===== config.mk =====
export PLATFORM = sky130hd
export DESIGN_NAME = hamming_serial_tx_flat
export DESIGN_NICKNAME = d
export VERILOG_FILES = /design/src/rtl/hamming_serial_tx_if.sv /design/src/rtl/hamming_serial_tx.sv /design/src/flat_wrapper.sv
export SDC_FILE = /design/constraint.sdc
export NUM_CORES = 1
export LEC_CHECK = 0
export CORE_MARGIN = 4
export CORE_UTILIZATION = 30
export DETAILED_ROUTE_END_ITERATION = 10
export GPL_ROUTABILITY_DRIVEN = 0
export SLEW_MARGIN = 20
export SYNTH_ARGS = -nofsm -noshare
export SYNTH_HDL_FRONTEND = slang
export SYNTH_SLANG_ARGS = --single-unit

===== constraint.sdc =====
create_clock -name clk -period 1.79 [get_ports clk]
set_input_delay 0.4475 -clock clk [delete_from_list [all_inputs] [get_ports clk]]
set_output_delay 0.4475 -clock clk [all_outputs]
set_load 0.01 [all_outputs]

===== src/rtl/hamming_serial_tx_if.sv =====
`default_nettype none
// +----------------------------------------------------------------------+
// | hamming_serial_tx_if : request/serial-output bundle for the Hamming  |
// | serial transmitter.                    Revision 1.0                  |
// +----------------------------------------------------------------------+
interface hamming_serial_tx_if;
  logic       start;
  logic [3:0] d_in;
  logic [2:0] inj_pos;
  logic       d_out;
  logic       strobe_out;
  logic       busy;
  logic       done;

  modport master (
    output start, d_in, inj_pos,
    input  d_out, strobe_out, busy, done
  );

  modport slave (
    input  start, d_in, inj_pos,
    output d_out, strobe_out, busy, done
  );
endinterface
`default_nettype wire


===== src/rtl/hamming_serial_tx.sv =====
`default_nettype none
// +----------------------------------------------------------------------+
// | hamming_serial_tx : Hamming(7,4) encoder with optional single-bit    |
// | error injection, shifted out as a d_out/strobe_out pair.  Rev 1.0    |
// +----------------------------------------------------------------------+
module hamming_serial_tx #(
  parameter int HALF = 4
) (
  input  wire                  clk,
  input  wire                  rst,
  hamming_serial_tx_if.slave   bus
);

  localparam int             PW      = (HALF > 1) ? $clog2(HALF) : 1;
  localparam logic [PW-1:0]  PH_LAST = PW'(HALF - 1);
  localparam logic [2:0]     IDX_LAST = 3'd6;

  typedef enum logic [1:0] {
    S_IDLE   = 2'd0,
    S_SETUP  = 2'd1,
    S_STROBE = 2'd2
  } state_t;

  state_t          state_q, state_d;
  logic [6:0]      cw_q, cw_d;
  logic [2:0]      idx_q, idx_d;
  logic [PW-1:0]   phase_q, phase_d;
  logic            d_out_q, d_out_d;
  logic            strobe_q, strobe_d;
  logic            busy_q, busy_d;
  logic            done_q, done_d;

  logic [6:0]      w_cw_new;
  logic [2:0]      w_idx_next;

  // Bit 0 of the codeword is position 1 (first on the wire).
  function automatic logic [6:0] encode(input logic [3:0] d, input logic [2:0] inj);
    logic d1, d2, d3, d4;
    logic [6:0] cw;
    d1 = d[3];
    d2 = d[2];
    d3 = d[1];
    d4 = d[0];
    cw = {d4, d3, d2, d2 ^ d3 ^ d4, d1, d1 ^ d3 ^ d4, d1 ^ d2 ^ d4};
    if (inj != 3'd0) begin
      cw[inj - 3'd1] = ~cw[inj - 3'd1];
    end
    return cw;
  endfunction

  assign w_cw_new   = encode(bus.d_in, bus.inj_pos);
  assign w_idx_next = idx_q + 3'd1;

  always_comb begin
    state_d  = state_q;
    cw_d     = cw_q;
    idx_d    = idx_q;
    phase_d  = phase_q;
    d_out_d  = d_out_q;
    strobe_d = strobe_q;
    busy_d   = busy_q;
    done_d   = 1'b0;

    case (state_q)
      S_IDLE: begin
        d_out_d  = 1'b0;
        strobe_d = 1'b0;
        busy_d   = 1'b0;
        if (bus.start) begin
          cw_d    = w_cw_new;
          idx_d   = 3'd0;
          phase_d = '0;
          d_out_d = w_cw_new[0];
          busy_d  = 1'b1;
          state_d = S_SETUP;
        end
      end

      S_SETUP: begin
        if (phase_q == PH_LAST) begin
          phase_d  = '0;
          strobe_d = 1'b1;
          state_d  = S_STROBE;
        end else begin
          phase_d = phase_q + PW'(1);
        end
      end

      S_STROBE: begin
        if (phase_q == PH_LAST) begin
          phase_d  = '0;
          strobe_d = 1'b0;
          if (idx_q == IDX_LAST) begin
            d_out_d = 1'b0;
            busy_d  = 1'b0;
            done_d  = 1'b1;
            state_d = S_IDLE;
          end else begin
            // Data only moves on the falling strobe edge.
            idx_d   = w_idx_next;
            d_out_d = cw_q[w_idx_next];
            state_d = S_SETUP;
          end
        end else begin
          phase_d = phase_q + PW'(1);
        end
      end

      default: begin
        state_d  = S_IDLE;
        d_out_d  = 1'b0;
        strobe_d = 1'b0;
        busy_d   = 1'b0;
      end
    endcase
  end

  always_ff @(posedge clk or posedge rst) begin
    if (rst) begin
      state_q  <= S_IDLE;
      cw_q     <= '0;
      idx_q    <= '0;
      phase_q  <= '0;
      d_out_q  <= 1'b0;
      strobe_q <= 1'b0;
      busy_q   <= 1'b0;
      done_q   <= 1'b0;
    end else begin
      state_q  <= state_d;
      cw_q     <= cw_d;
      idx_q    <= idx_d;
      phase_q  <= phase_d;
      d_out_q  <= d_out_d;
      strobe_q <= strobe_d;
      busy_q   <= busy_d;
      done_q   <= done_d;
    end
  end

  assign bus.d_out      = d_out_q;
  assign bus.strobe_out = strobe_q;
  assign bus.busy       = busy_q;
  assign bus.done       = done_q;

endmodule
`default_nettype wire

===== src/flat_wrapper.sv =====
// flat-port wrapper written by rule: the top's interface ports become plain ports
module hamming_serial_tx_flat 
#(
  parameter int HALF = 4
)
  (clk, rst, bus_start, bus_d_in, bus_inj_pos, bus_d_out, bus_strobe_out, bus_busy, bus_done);
  hamming_serial_tx_if bus_i ();
  input  wire clk;
  input  wire rst;
  input wire logic [$bits(bus_i.start)-1:0] bus_start;
  input wire logic [$bits(bus_i.d_in)-1:0] bus_d_in;
  input wire logic [$bits(bus_i.inj_pos)-1:0] bus_inj_pos;
  output wire logic [$bits(bus_i.d_out)-1:0] bus_d_out;
  output wire logic [$bits(bus_i.strobe_out)-1:0] bus_strobe_out;
  output wire logic [$bits(bus_i.busy)-1:0] bus_busy;
  output wire logic [$bits(bus_i.done)-1:0] bus_done;
  assign bus_i.start = bus_start;
  assign bus_i.d_in = bus_d_in;
  assign bus_i.inj_pos = bus_inj_pos;
  assign bus_d_out = bus_i.d_out;
  assign bus_strobe_out = bus_i.strobe_out;
  assign bus_busy = bus_i.busy;
  assign bus_done = bus_i.done;
  hamming_serial_tx #(.HALF(HALF)) u_core (.clk(clk), .rst(rst), .bus(bus_i));
endmodule

# Word-level counts from Yosys, hierarchy flattened
# Index checks and enable logic that the tools add are counted.
# classes
n_addsub	3
n_mul	0
n_div	0
n_lt_le_gt_ge	3
n_eq_ne	9
n_shift	0
mux	34
n_bitwise	8
n_reduce_logical	13
# op_table
cell	n
two-way mux 1 bit	15
two-way mux 2 bit	5
two-way mux 3 bit	3
< comparator 3 x 4 -> 1 bit (second input constant)	2
AND reduction 2 bit	4
bitwise mux 7 bit	1
two-way mux 7 bit	1
binary-select mux 1 bit (select 3 bit)	2
inequality test 2 x 1 -> 1 bit (second input constant)	3
one-hot mux 1 bit (3 select lines)	2
one-hot mux 2 bit (3 select lines)	1
one-hot mux 3 bit (2 select lines)	1
AND reduction 3 bit	2
bitwise XOR 1 bit	6
equality test 2 bit (second input constant)	2
inequality test 2 bit (second input constant)	2
one-hot mux 2 bit (2 select lines)	1
AND reduction 4 bit	1
nonzero test 2 bit	2
adder 3 x 1 -> 3 bit (second input constant)	1
demux 1 bit (select 3 bit)	1
equality test 3 bit (second input constant)	1
>= comparator 3 x 1 -> 1 bit (second input constant)	1
nonzero test 3 bit	1
other kinds (8)	9
# word_totals
regBits	18
latch_bits	0
ramBits	0
romBits	0
inputBits	10
out_inout_bits	4
wordCells	78
n_memories	0

# Longest topological paths before layout
# logic_depth
word_depth	9
mapped_depth	8

# Least setup slack after synthesis
# OpenSTA, ideal clock, no wires.
# synth_path
path_type	input-to-reg
startpoint	in bus_inj_pos[0]
endpoint	reg u_core.d_out_q, in the netlist u_core.bus.d_out
setup_time_ps	126
arrival_time_ps	1948
slack_ps	-284
path_stages	8
cell_sequence	buf_6 -> inv_1 -> ha_1 -> or3_1 -> a21oi_1 -> nor2_1 -> a31o_1 -> a311o_1
# synth_between
elab_chain_cells	9
word_cells_on_any_way	14
# synth_rtl
element	line	text
start: declaration	flat_wrapper.sv:12	input wire logic [$bits(bus_i.inj_pos)-1:0] bus_inj_pos;
subtractor 3 x 1 -> 3 bit	hamming_serial_tx.sv:46	cw[inj - 3'd1] = ~cw[inj - 3'd1];
< comparator 3 x 4 -> 1 bit (implied by the code) or >= comparator 3 x 1 -> 1 bit (tied branches)	hamming_serial_tx.sv:46	
logical AND 1 bit (implied by the code)	hamming_serial_tx.sv:46	
two-way mux 1 bit (implied by the code)	hamming_serial_tx.sv:46	
demux 1 bit (select 3 bit)	--	
bitwise mux 7 bit	hamming_serial_tx.sv:46	
two-way mux 7 bit *	hamming_serial_tx.sv:45	if (inj != 3'd0) begin
two-way mux 1 bit *	hamming_serial_tx.sv:69	if (bus.start) begin
one-hot mux 1 bit (3 select lines) *	hamming_serial_tx.sv:64	case (state_q)
end signal: assignment	hamming_serial_tx.sv:133	d_out_q <= d_out_d;
end: declaration	hamming_serial_tx.sv:28	logic d_out_q, d_out_d;
# Mark *: on every way between the ends. The rest lies on a longest branch, timed or not. The select of a mux whose other input is x is not followed.
# A chain may end at the register's enable or synchronous reset.

# Worst setup path after layout
# Same ends and word-level chain as after synthesis.

==> results.cfg <==
[critical_path]
cp_max_fo = 5
worst_setup_path_endpoint = u_core.bus.d_out
critical_path_source = bus_inj_pos[0]
reg2reg_setup_slack_ns = 0.07
critPathCaptureType = flop
reg2regPathDepth = 6
crit_arrival_ns = 1.93
regToRegStartpoint = u_core.idx_q[0]
start_kind = primary input
worstPathRequired_ns = 1.93
regToRegEndpoint = u_core.bus.d_out
crit_type = primary input to flop

[drt]
drt-vias-per-instance = 4.73
detailroute.wirelength.met3_um = 104
totalWireLength_mm = 3.02
wire_length_on_met2_mm = 1.58
initialDrtViolationCount = 40
met1Wirelength_mm = 1.29
remaining_drc_errors = 0
detailroute.via_count = 1182
drt_pre_antenna_iters = 4
antenna_left = 0
routed.top_layer = met4
wire_per_inst_um = 12.1

[cells_and_area]
design.final.nets = 219
layout-drive-gt1-share_pct = 38.4
layout_commonest_cell = buf_4
final-instance-count-excl-fill = 250
final_core_util_pct = 45.1
final_area_um2 = 1960
antenna-diode-count = 0
final_cell_mix = 36 x buf_4, 19 x nor2_1, 17 x dfrtp_1
area_delta_synth_final_pct = 45.3

[synthesis]
syn_avg_cell_area_um2 = 9.06
synthesis.instances = 149
ys_seq_area_share_pct = 33.4
yosys_register_bits = 18
yosysWarnings = 0
post_synthesis_instance_area_um2 = 1350
syn_nets = 168
synthDistinctLibCells = 44

[sta]
period_share_pct = 100
max_clock_freq_ghz = 0.556
maxSlewHeadroom_pct = 75.4
postLayoutSetupSlackWorst_ns = -0.00734
fin_crit_ns = 1.80
final_max_slew_viol_count = 0
unrepaired_setup_endpoints_after_global_routing = yes
hold_viol_final = 0
setup-violations-final = 1
fin_hold_ws_ns = 0.484
worst_clock_skew_ns = 0.00301
fin_tns_setup_ns = -0.00734
transition_at_the_pin_with_the_smallest_max_transition_slack_ns = 0.368

[cts]
cts_htree_levels = 1
cts.sink_count = 18
clk_transition_reported_paths_ns = 0.07
cts_buffer_depth = 2
clock_tree_from_tritoncts = yes
insertion_delay_ns = 0.25
cts-buffers-inserted = 3
cts-root-buf = clkbuf_8

[pwr]
p_int_mw = 1.10
power.share.combinational_pct = 46.9
clock_power_share_pct = 16.8
switching_share_pct = 34.8
p_total_mw = 1.68
seq_power_share_pct = 36.3
power-per-cell-area_nw_per_um2 = 856
max-vdd-ir-drop_v = 0.000287
p_leak_nw = 0.875
power_switching_uw = 584

[floorplan]
fp_rows = 24
chip_height_um = 75.1
core_region_area_um2 = 4350
initial_utilization_pct = 31.0
full_die_area_um2 = 5640
die_w_um = 75.1
num_io_pins = 14

[global_route]
grtUsageTotal_pct = 11.7
antenna_found_initial = 0
grt_overflow = 0
grt_pass1_vias = 1184
largest_net_degree_at_the_start_of_global_routing = 19
grt_first_pass_wirelength_mm = 5.15

[status]
outcome = finished with violations
failed_checks = negative setup slack

[placed_design]
io_buffers = 13
place_hpwl_mm = 2.23
dpl_worst_slack_ns = -0.698
place.detailed.instances = 239
dpl_cell_area_um2 = 1730

[min_path]
hold_class = flop to flop

[run]
max_cap_viol_count = 0
## worst max-delay path, stage by stage
cell,delay [ns]
buf_8,0.09
inv_6,0.04
ha_4,0.17
xor2_4,0.17
nor4_4,0.31
a311oi_4,0.10
a31o_1,0.26
a311o_1,0.35
## kinds of logic after synthesis
family / share of synthesized area, %
xor+xnor: 6.30
mux: 5.93
compound gates: 17.5
buf+inv: 8.43
flops: 33.4
fa+ha+maj: 8.34
simple gates: 20.1
## power groups by stage
stage | Sequential, mW | Clock [mW] | Combinational (mW)
after global placement | 0.619 | 0 | 0.725
after CTS | 0.613 | 0.297 | 0.769
after global routing | 0.631 | 0.310 | 0.889
after detailed placement | 0.622 | 0 | 0.736
after floorplan | 0.609 | 0 | 0.537
final | 0.611 | 0.282 | 0.787
## state kept, by name, indices dropped and copies added, names as in the netlist
name / flops
u_core.bus.d_out: 1
u_core.bus.busy: 1
u_core.state_q: 2
u_core.cw_q: 7
u_core.bus.strobe_out: 1
u_core.bus.done: 1
u_core.idx_q: 3
u_core.phase_q: 2
## cells in the mapped netlist, drive strengths merged
cell type	instances	area [um2]
mux4	1	22.5
buf	2	22.5
a311o	1	10.0
a21bo	1	10.0
a31o	1	8.76
bufbuf	1	32.5
a311oi	2	23.8
and2b	1	8.76
o21bai	2	15.0
mux2i	2	20.0
inv	11	41.3
o21ai	11	55.1
nand3	6	30.0
a21oi	8	40.0
nand2b	2	12.5
and3	1	7.51
ha	9	113
xor2	5	58.8
and2	2	13.8
clkbuf	2	17.5
nor3b	2	15.0
or3	1	6.26
o31ai	2	15.0
xnor2	3	26.3
a21o	1	7.51
a2111oi	1	8.76
or2b	1	8.76
nor4	2	18.8
nand2	13	48.8
nor2	20	75.1
a211oi	1	7.51
nor3	4	20.0
a31oi	4	25.0
a221o	1	10.0
mux2	3	37.5
nor2b	1	6.26
dfrtp	18	450
## what timing repair did
item,CTS,global route
pin swaps,10,9
hold buffers,0,0
buffers inserted,5,5
resized for setup,21,26
endpoints found under the setup margin,8,10
## cell type report
type	count	area, um2
repair buffers	51	423
well taps	52	65.1
inverters	11	46.3
clock buffers	3	41.3
multi-input cells	115	935
fillers	428	2390
flip-flops and latches	18	452
## metal layers
layer | vias up | global-route usage (%)
li1 | 619 | -
met1 | 543 | 14.0
met2 | 15 | 21.6
met3 | 5 | 1.60
met4 | 0 | 2.96
met5 | - | 0
## how the worst min path moves through the flow
stage,cells past startpoint,slack [ns],from,endpoint
after global placement,2,0.47,u_core.cw_q[6],u_core.cw_q[6]
after global routing,1,0.54,u_core.cw_q[0],u_core.cw_q[0]
final,2,0.48,u_core.cw_q[1],u_core.cw_q[1]
after floorplan,1,0.39,rst,u_core.bus.busy
after detailed placement,2,0.47,u_core.cw_q[1],u_core.cw_q[1]
after CTS,2,0.49,u_core.cw_q[1],u_core.cw_q[1]
No activity file was read; power rests on OpenSTA's default activity.
